File: src/rtl/wo_reg_access_ctrl.sv
`default_nettype none
// ============================================================================
// Module      : wo_reg_access_ctrl
// Description : Upstream access controller for a bank of write-once registers.
//               Accepts one register transaction at a time over a valid/ready
//               request channel, decodes the address, issues a one-cycle
//               write strobe, reads back register contents, and returns
//               read data plus an error flag over a valid/ready response
//               channel. Keeps a saturating count of errored transactions.
// Ports       :
//   Clk         in   clock, rising edge
//   ip_resetn   in   asynchronous active-low reset
//   req_valid   in   request valid
//   req_ready   out  request accepted when high together with req_valid
//   req_write   in   1 = write, 0 = read
//   req_addr    in   [ADDR_W]   register index
//   req_wdata   in   [DATA_W]   write data
//   rsp_valid   out  response valid
//   rsp_ready   in   response consumed when high together with rsp_valid
//   rsp_rdata   out  [DATA_W]   read data or post-write readback
//   rsp_err     out  decode or lock error
//   reg_write   out  [NUM_REGS] one-hot write strobe
//   reg_wdata   out  [DATA_W]   write data to the registers
//   reg_rdata   in   [NUM_REGS*DATA_W] register i at [i*DATA_W +: DATA_W]
//   reg_locked  in   [NUM_REGS] per-register lock status
//   err_count   out  [ERRCNT_W] saturating errored-transaction count
// Revision    : 1.0 - initial release
// ============================================================================
module wo_reg_access_ctrl #(
  parameter int NUM_REGS = 4,
  parameter int ADDR_W   = 2,
  parameter int DATA_W   = 16,
  parameter int ERRCNT_W = 8
) (
  input  logic                       Clk,
  input  logic                       ip_resetn,
  input  logic                       req_valid,
  output logic                       req_ready,
  input  logic                       req_write,
  input  logic [ADDR_W-1:0]          req_addr,
  input  logic [DATA_W-1:0]          req_wdata,
  output logic                       rsp_valid,
  input  logic                       rsp_ready,
  output logic [DATA_W-1:0]          rsp_rdata,
  output logic                       rsp_err,
  output logic [NUM_REGS-1:0]        reg_write,
  output logic [DATA_W-1:0]          reg_wdata,
  input  logic [NUM_REGS*DATA_W-1:0] reg_rdata,
  input  logic [NUM_REGS-1:0]        reg_locked,
  output logic [ERRCNT_W-1:0]        err_count
);

  typedef enum logic [2:0] {
    S_IDLE    = 3'd0,
    S_WSTROBE = 3'd1,
    S_WSETTLE = 3'd2,
    S_RSAMPLE = 3'd3,
    S_RESP    = 3'd4
  } state_t;

  state_t              r_state;
  logic [ADDR_W-1:0]   r_addr;
  logic                r_req_ready;
  logic                r_rsp_valid;
  logic                r_rsp_err;
  logic [DATA_W-1:0]   r_rsp_rdata;
  logic [NUM_REGS-1:0] r_reg_write;
  logic [DATA_W-1:0]   r_reg_wdata;
  logic [ERRCNT_W-1:0] r_err_count;

  logic [DATA_W-1:0]   w_req_rdata;
  logic [DATA_W-1:0]   w_cap_rdata;
  logic                w_req_locked;
  logic                w_req_in_range;
  logic                w_err_sat;

  // Address decode by explicit compare against each implemented index, so an
  // out-of-range address (when 2**ADDR_W > NUM_REGS) never indexes past the
  // end of the concatenated read bus and simply flags "not in range".
  always_comb begin
    w_req_rdata    = '0;
    w_cap_rdata    = '0;
    w_req_locked   = 1'b0;
    w_req_in_range = 1'b0;
    for (int i = 0; i < NUM_REGS; i++) begin
      if (req_addr == ADDR_W'(i)) begin
        w_req_rdata    = reg_rdata[i*DATA_W +: DATA_W];
        w_req_locked   = reg_locked[i];
        w_req_in_range = 1'b1;
      end
      if (r_addr == ADDR_W'(i)) begin
        w_cap_rdata = reg_rdata[i*DATA_W +: DATA_W];
      end
    end
  end

  assign w_err_sat = &r_err_count;

  always_ff @(posedge Clk or negedge ip_resetn) begin
    if (!ip_resetn) begin
      r_state     <= S_IDLE;
      r_addr      <= '0;
      r_req_ready <= 1'b0;
      r_rsp_valid <= 1'b0;
      r_rsp_err   <= 1'b0;
      r_rsp_rdata <= '0;
      r_reg_write <= '0;
      r_reg_wdata <= '0;
      r_err_count <= '0;
    end else begin
      // Strobe is a single-cycle pulse; it is only set on the accept edge.
      r_reg_write <= '0;
      case (r_state)
        S_IDLE: begin
          r_req_ready <= 1'b1;
          if (req_valid && r_req_ready) begin
            r_req_ready <= 1'b0;
            r_addr      <= req_addr;
            if (!w_req_in_range) begin
              r_rsp_err   <= 1'b1;
              r_rsp_rdata <= '0;
              r_rsp_valid <= 1'b1;
              r_state     <= S_RESP;
              if (!w_err_sat) r_err_count <= r_err_count + 1'b1;
            end else if (req_write && w_req_locked) begin
              // Lock is judged only here, at accept time.
              r_rsp_err   <= 1'b1;
              r_rsp_rdata <= w_req_rdata;
              r_rsp_valid <= 1'b1;
              r_state     <= S_RESP;
              if (!w_err_sat) r_err_count <= r_err_count + 1'b1;
            end else if (req_write) begin
              r_reg_write <= NUM_REGS'(1) << req_addr;
              r_reg_wdata <= req_wdata;
              r_state     <= S_WSTROBE;
            end else begin
              r_state <= S_RSAMPLE;
            end
          end
        end
        S_WSTROBE: begin
          r_state <= S_WSETTLE;
        end
        S_WSETTLE, S_RSAMPLE: begin
          r_rsp_rdata <= w_cap_rdata;
          r_rsp_err   <= 1'b0;
          r_rsp_valid <= 1'b1;
          r_state     <= S_RESP;
        end
        S_RESP: begin
          if (rsp_ready) begin
            r_rsp_valid <= 1'b0;
            r_req_ready <= 1'b1;
            r_state     <= S_IDLE;
          end
        end
        default: begin
          r_state <= S_IDLE;
        end
      endcase
    end
  end

  assign req_ready = r_req_ready;
  assign rsp_valid = r_rsp_valid;
  assign rsp_err   = r_rsp_err;
  assign rsp_rdata = r_rsp_rdata;
  assign reg_write = r_reg_write;
  assign reg_wdata = r_reg_wdata;
  assign err_count = r_err_count;

endmodule
`default_nettype wire

File: config.mk
export PLATFORM = sky130hd
export DESIGN_NAME = wo_reg_access_ctrl
export DESIGN_NICKNAME = d
export VERILOG_FILES = /design/src/rtl/wo_reg_access_ctrl.sv
export SDC_FILE = /design/constraint.sdc
export NUM_CORES = 1
export LEC_CHECK = 0
export ABC_AREA = 0
export CAP_MARGIN = 10
export CORE_UTILIZATION = 45
export DETAILED_ROUTE_END_ITERATION = 10
export PLACE_DENSITY = 0.87
export SYNTH_ARGS = -nofsm -noshare
export SYNTH_HDL_FRONTEND = slang
export SYNTH_SLANG_ARGS = --single-unit
File: constraint.sdc
create_clock -name Clk -period 4.1 [get_ports Clk]
set_clock_uncertainty 0.05 [all_clocks]
set_input_delay 1.23 -clock Clk [delete_from_list [all_inputs] [get_ports Clk]]
set_output_delay 1.23 -clock Clk [all_outputs]
set_load 0.02 [all_outputs]
* Word level (Yosys, flattened, before mapping)
Cells that the tools add are included.
** Storage, ports and cells
- Register bits after elaboration :: 52
- Input bits :: 91
- Output and inout bits :: 47
- Logic and storage cells :: 86
** Cells by class
- $add $sub $neg :: 1
- Eq/ne operators :: 14
- Shifts and indexed selects :: 1
- Mux-type cells :: 43
- Bitwise logic cells :: 1
- Reductions and logical operators :: 17
** Operator list (number)
- $mux 16 :: 11
- $pmux 16 s2 :: 1
- $mux 8 :: 3
- $mux 4 :: 5
- $mux 1 :: 14
- $mux 3 :: 4
- $pmux 3 s4 :: 1
- $add 8x1->8 const B :: 1
- $eq 2x2->1 const B :: 4
- $reduce_and 8->1 :: 1
- $eq 3x2->1 const B :: 2
- $reduce_and 2->1 :: 3
- $reduce_and 3->1 :: 2
- $reduce_and 5->1 :: 1
- $eq 2x1->1 const B :: 2
- $logic_not 2->1 :: 2
- $ne 2x2->1 const B :: 2
- $pmux 1 s2 :: 2
- $reduce_and 4->1 :: 1
- $reduce_bool 2->1 :: 2
- $shl 1x2->4 const A :: 1
- $eq 3x1->1 const B :: 1
- $eq 3x3->1 const B :: 1
- $logic_not 3->1 :: 1
- 8 further kinds :: 9

* Logic depth before layout (Yosys ltp)
Gate-level depths: netlist (run 1).
- Word-level depth :: 10
- Mapped depth :: 6
- Mapped depth without buffers :: 5

* Least setup slack after synthesis (run 1)
No wires, ideal clock.
- Kind :: input to register
- Start point :: input req_addr[0]
- End point :: register r_reg_wdata[0] (netlist: reg_wdata[0])
- Arrival time :: 2523 ps
- Path slack :: 1399 ps
- Stages :: 4
- Path through :: mux4_2 -> nor2_4 -> buf_4 -> mux2_1
** Between the ends
- Cells in the longest elaborated chain, start to end :: 8
- Elaborated cells between the ends (all ways) :: 15
** Ends and longest elaborated chain
- start, declared :: RTL line 40 : input logic [ADDR_W-1:0] req_addr,
- $logic_not 2->1 :: RTL line 86 : if (req_addr == ADDR_W'(i)) begin
- $mux 1 (4 in a row) :: RTL line 86
- $logic_and 1x1->1 :: RTL line 125 : end else if (req_write && w_req_locked) begin
- $not 1->1 (no source line)
- $reduce_and 5->1 (no source line) *
- end signal, assigned :: RTL line 134 : r_reg_wdata <= req_wdata;
- end, declared :: RTL line 68 : logic [DATA_W-1:0] r_reg_wdata;
Mark *: on every way between the ends. The rest lies on a longest branch, timed or not.
A chain may end at the register's enable or synchronous reset.

* Worst setup path in the final report (run 1)
- Start point :: input req_addr[0]
- End point :: register r_reg_wdata[10] (netlist: reg_wdata[10])
The elaborated chain is that of the path after synthesis.

==> impl_metrics.env, run 1 <==
export IMPL_relSlewSlack=0.389
export IMPL_clk_pin_slew_worst_paths_ns=0.09
export IMPL_place_inst=445
export IMPL_io_pins=138
export IMPL_n_antenna_cell=0
export IMPL_ctsHoldBuffers=0
export IMPL_gp_congestion=0.741
export IMPL_vdd_drop_max_v=0.000363
export IMPL_fin_util=0.708
export IMPL_cts_resized=0
export IMPL_rows=29
export IMPL_crit_type="in -> reg"
export IMPL_critical_path_cell_chain="clkdlybuf4s50_1 -> mux4_2 -> nor2_4 -> mux2_2"
export IMPL_syn_inst=245
export IMPL_setup_slack_ns=1.02
export IMPL_grt_start_max_net_pins=36
export IMPL_clock_path_buffers=2
export IMPL_status="finished clean"
export IMPL_leakagePower_nw=1.83
export IMPL_drc_errors=0
export IMPL_antenna_found_initial=0
export IMPL_synth_edf_count=0
export IMPL_n_fill_cell=481
export IMPL_htreeDepth=2
export IMPL_clock_fmax_mhz=325
export IMPL_chipHeight_um=83.1
export IMPL_whs_path_depth=2
export IMPL_clock_root_buffer="clkbuf_8"
export IMPL_groute_usage_overall=0.251
export IMPL_slew_violations=0
export IMPL_path_buf_inv=1
export IMPL_cts_tree="built"
export IMPL_postSynthNetCount=337
export IMPL_worst_slew_pin_slew_ns=0.916
export IMPL_drive_gt1_frac=0.157
export IMPL_crit_slowest_cell="mux4_2"
export IMPL_start_kind="input port"
export IMPL_mappedNetlistArea_mm2=0.00296
export IMPL_cp_top_family="multiplexers"
export IMPL_hold_path_class="reg -> reg"
export IMPL_synth_async_reset_ratio=1.00
export IMPL_clock_sinks=52
export IMPL_dp_hpwl_um=6170
export IMPL_wl_per_cell_um=18.4
export IMPL_rsz0062_at_grt="false"
export IMPL_final_cell_mix="clkdlybuf4s50_1 (136), dfrtp_1 (52), mux2_2 (30)"
export IMPL_dr_pass1_iters=4
export IMPL_drtAntennaViolNets=0
export IMPL_synth_ff_type="dfrtp_1"
export IMPL_pre_cts_slack_ns=0.692
export IMPL_core_area_mm2=0.00635
export IMPL_yosys_warnings=0
export IMPL_arrival_ns=3.21
export IMPL_setup_violations=0
export IMPL_powerDensity_mw_per_mm2=598
export IMPL_setup_tns_ns=0
export IMPL_worstSkewPairLatency_ns=0.30
export IMPL_via_per_inst=5.90
export IMPL_syn_to_final_growth_pct=52.0
export IMPL_hold_violations=0
export IMPL_yosysUniqueCellTypes=36
export IMPL_vias=2674
export IMPL_drt_iter0_drc=108
export IMPL_stdcell_count=453
export IMPL_drt_total_wl_um=8350
export IMPL_grt_first_pass_wirelength_um=13900
export IMPL_die_w_um=83.1
export IMPL_synth_avg_cell_area_um2=12.1
export IMPL_reg2reg_depth=4
export IMPL_layout_commonest_cell="clkdlybuf4s50_1"
export IMPL_worstPathRequired_ns=4.23
export IMPL_period_minus_slack_ns=3.08
export IMPL_overflow=0
export IMPL_dieArea_mm2=0.00690
export IMPL_endpoint_kind="flip-flop"
export IMPL_postCtsSetupBuffers=0
export IMPL_start_util=0.466
export IMPL_portBuffers=137
export IMPL_period_share=0.751
export IMPL_seq_area_frac_synth=0.440
export IMPL_cpPeakStageDelay_ns=0.63
export IMPL_nets=467
export IMPL_ys_ff_latch=52
export IMPL_cts_inserted_buffers=5
export IMPL_crit_cells=4
export IMPL_grt_pass1_vias=2897
export IMPL_cap_violations=0
export IMPL_critical_path_peak_fanout=16
-- power breakdown --
group | internal (mW) | switching [mW]
registers | 0.719 | 0.219
logic | 0.727 | 0.645
clock network | 0.216 | 0.165
total | 1.66 | 1.03
-- layout make-up --
type                    instances  area (µm²)  share of cell area
clock buffers                   7        96.3              0.0214
inverters                       2        7.51             0.00167
clock inverters                 1        30.0             0.00668
repair buffers                141        1400               0.310
multi-input cells             173        1570               0.349
flip-flops and latches         52        1300               0.289
well taps                      77        96.3              0.0214
-- sequential cells by signal (all words and copies together), names as in the netlist --
signal	cells
req_ready	1
rsp_valid	1
rsp_err	1
err_count	8
reg_write	4
rsp_rdata	16
r_addr	2
reg_wdata	16
r_state	3
-- path summary, 6_finish.rpt --
| path | from | end | slack (ns) |
|---|---|---|---|
| setup / recovery | req_addr[0] | reg_wdata[10] | 1.02 |
| min in group asynchronous | ip_resetn | err_count[2] | 0.91 |
| setup reg to reg | r_addr[0] | rsp_rdata[1] | 1.89 |
| max in group asynchronous | ip_resetn | rsp_rdata[7] | 2.32 |
| hold / removal | rsp_rdata[9] | rsp_rdata[9] | 0.44 |
| hold reg to reg | rsp_rdata[9] | rsp_rdata[9] | 0.44 |
-- worst register-to-register path, stage by stage, from the launching register on --
cell	delay [ns]
dfrtp_1	0.96
nand2b_1	0.51
o221ai_1	0.18
a2bb2o_1	0.30
o21ai_0	0.14
-- through the flow --
stage               power, mW  instance area, µm²  hold WS, ns
global placement         2.27                4370        0.416
finish                   2.69                4500        0.441
floorplan                1.70                2960        0.498
detailed placement       2.33                4370        0.424
global route             2.85                4500        0.465
CTS                      2.71                4500        0.446
-- synthesized netlist by cell type, drive strengths merged, types with 3 or more instances --
cell type / n / area, µm²
a2bb2o: 10 / 100
buf: 9 / 46.3
clkbuf: 9 / 33.8
dfrtp: 52 / 1300
mux2: 42 / 473
mux2i: 5 / 50.1
mux4: 11 / 248
nand2: 21 / 78.8
nand2b: 4 / 25.0
nand3: 4 / 20.0
nor2: 7 / 33.8
nor3: 3 / 15.0
nor4: 5 / 31.3
nor4b: 4 / 56.3
o21ai: 16 / 80.1
o221ai: 22 / 193
xor2: 7 / 61.3
-- kinds of logic (layout without fill, tap and decap cells) --
family          count (synthesis)  count (layout)  synth area share
compound gates                 55              55             0.146
xor+xnor                        7               7            0.0207
fa+ha+maj                       1               1           0.00423
buf+inv                        20             151            0.0296
flops                          52              52             0.440
mux                            58              58             0.260
simple gates                   52              52            0.0994
-- routing by layer --
metal	up-vias	routed length [µm]	global-route usage	share of wire
li1	1207	-	-	-
met4	0	103	0.0909	0.012
met2	137	4250	0.431	0.51
met3	10	479	0.0398	0.057
met1	1320	3510	0.321	0.42
met5	-	0	0	0
Power figures use the tool's default switching activity.
==> run 2, diff against run 1 <==
--- a/config.mk
+++ b/config.mk
@@ -7,9 +7,9 @@
 export LEC_CHECK = 0
 export ABC_AREA = 0
 export CAP_MARGIN = 10
-export CORE_UTILIZATION = 45
+export CORE_UTILIZATION = 38
 export DETAILED_ROUTE_END_ITERATION = 10
-export PLACE_DENSITY = 0.87
+export PLACE_DENSITY = 0.78
 export SYNTH_ARGS = -nofsm -noshare
 export SYNTH_HDL_FRONTEND = slang
 export SYNTH_SLANG_ARGS = --single-unit
==> constraint.sdc (replaced) <==
create_clock -name Clk -period 2.74 [get_ports Clk]
set_clock_uncertainty 0.05 [all_clocks]
set_input_delay 0.822 -clock Clk [delete_from_list [all_inputs] [get_ports Clk]]
set_output_delay 0.822 -clock Clk [all_outputs]
set_load 0.02 [all_outputs]
==> impl_metrics.env, run 2 (synthesis results as in run 1) <==
export IMPL_nets=481
export IMPL_worstSkewPairLatency_ns=0.30
export IMPL_layout_commonest_cell="clkdlybuf4s50_1"
export IMPL_core_area_mm2=0.00741
export IMPL_htreeDepth=2
export IMPL_grt_pass1_vias=2741
export IMPL_dr_pass1_iters=4
export IMPL_dp_hpwl_um=6270
export IMPL_overflow=0
export IMPL_antenna_found_initial=0
export IMPL_drc_errors=0
export IMPL_clock_path_buffers=2
export IMPL_hold_violations=0
export IMPL_stdcell_count=489
export IMPL_postCtsSetupBuffers=0
export IMPL_vias=2662
export IMPL_critical_path_peak_fanout=16
export IMPL_hold_path_class="reg -> reg"
export IMPL_period_minus_slack_ns=2.48
export IMPL_io_pins=138
export IMPL_setup_slack_ns=0.264
export IMPL_slew_violations=0
export IMPL_drtAntennaViolNets=0
export IMPL_fin_util=0.629
export IMPL_n_antenna_cell=0
export IMPL_drt_iter0_drc=112
export IMPL_relSlewSlack=0.497
export IMPL_vdd_drop_max_v=0.000406
export IMPL_drive_gt1_frac=0.185
export IMPL_n_fill_cell=608
export IMPL_start_kind="input port"
export IMPL_cts_resized=0
export IMPL_chipHeight_um=90.2
export IMPL_arrival_ns=2.61
export IMPL_via_per_inst=5.44
export IMPL_powerDensity_mw_per_mm2=878
export IMPL_clock_fmax_mhz=404
export IMPL_regArea_mm2=0.00130
export IMPL_cap_violations=0
export IMPL_status="finished clean"
export IMPL_die_w_um=90.2
export IMPL_wl_per_cell_um=17.3
export IMPL_endpoint_kind="flip-flop"
export IMPL_clk_pin_slew_worst_paths_ns=0.09
export IMPL_leakagePower_nw=1.91
export IMPL_rows=31
export IMPL_period_share=0.904
export IMPL_drt_total_wl_um=8450
export IMPL_syn_to_final_growth_pct=57.5
export IMPL_crit_type="in -> reg"
export IMPL_grt_first_pass_wirelength_um=13800
export IMPL_gp_congestion=0.766
export IMPL_portBuffers=137
export IMPL_worst_slew_pin_slew_ns=0.754
export IMPL_ctsHoldBuffers=0
export IMPL_grt_start_max_net_pins=53
export IMPL_pre_cts_slack_ns=-0.0610
export IMPL_clock_sinks=52
export IMPL_place_inst=481
export IMPL_final_cell_mix="clkdlybuf4s50_1 (136), dfrtp_1 (52), mux2_2 (30)"
export IMPL_worstPathRequired_ns=2.87
export IMPL_start_util=0.399
export IMPL_fin_hold_ws_ns=0.440
export IMPL_cts_inserted_buffers=5
export IMPL_cts_tree="built"
export IMPL_dieArea_mm2=0.00814
export IMPL_multi_input_area_mm2=0.00158
export IMPL_rsz0062_at_grt="false"
export IMPL_setup_violations=0
export IMPL_groute_usage_overall=0.213
export IMPL_clock_root_buffer="clkbuf_8"
run 2: cell count changes in the layout (fill, tap and decap cells not counted):
cell	previous run	this run
buf_4	4	15
buf_12	0	3
clkbuf_8	7	5
a41oi_2	1	0
a41oi_4	0	1
clkbuf_1	0	1
clkinv_2	0	1
run 2: cell type report:
cell class,count,area share
inverters,2,0.00161
clock inverters,2,0.00752
well taps,99,0.0266
repair buffers,155,0.330
clock buffers,6,0.0156
multi-input cells,173,0.339
flip-flops and latches,52,0.279
run 2: where the power goes:
group	switching (mW)	internal [mW]	total, mW
Clock	0.249	0.271	0.521
Sequential	0.305	1.08	1.38
Combinational	1.00	1.19	2.19
run 2: stage by stage:
step / instance area [µm²] / power, mW / setup TNS [ns]
3_3_place_gp: 4550 / 3.54 / -0.0889
4_1_cts: 4660 / 4.13 / 0
6_report: 4660 / 4.09 / 0
2_1_floorplan: 2960 / 2.55 / 0
5_1_grt: 4660 / 4.36 / 0
3_5_place_dp: 4550 / 3.61 / -1.08
run 2: path summary, 6_finish.rpt:
kind	from	to	slack, ns	cells after the start
max in group asynchronous	ip_resetn	reg_write[0]	1.64	2
setup reg to reg	r_addr[1]	rsp_rdata[0]	0.66	4
min in group asynchronous	ip_resetn	err_count[7]	0.56	2
setup / recovery	req_addr[0]	reg_wdata[7]	0.26	5
hold / removal	rsp_rdata[1]	rsp_rdata[1]	0.44	2
hold reg to reg	rsp_rdata[1]	rsp_rdata[1]	0.44	2
run 2: metal layers:
| metal | up-vias | part of all wire | track usage | wire, µm |
|---|---|---|---|---|
| li1 | 1233 | - | - | - |
| met1 | 1282 | 0.42 | 0.265 | 3530 |
| met2 | 138 | 0.49 | 0.370 | 4180 |
| met3 | 9 | 0.076 | 0.0381 | 644 |
| met4 | 0 | 0.012 | 0.0780 | 102 |
| met5 | - | 0 | 0 | 0 |
run 2: critical path, stage by stage:
cell,delay (ns)
clkdlybuf4s50_1,0.51
mux4_2,0.62
nor2_4,0.16
buf_12,0.16
mux2_1,0.33
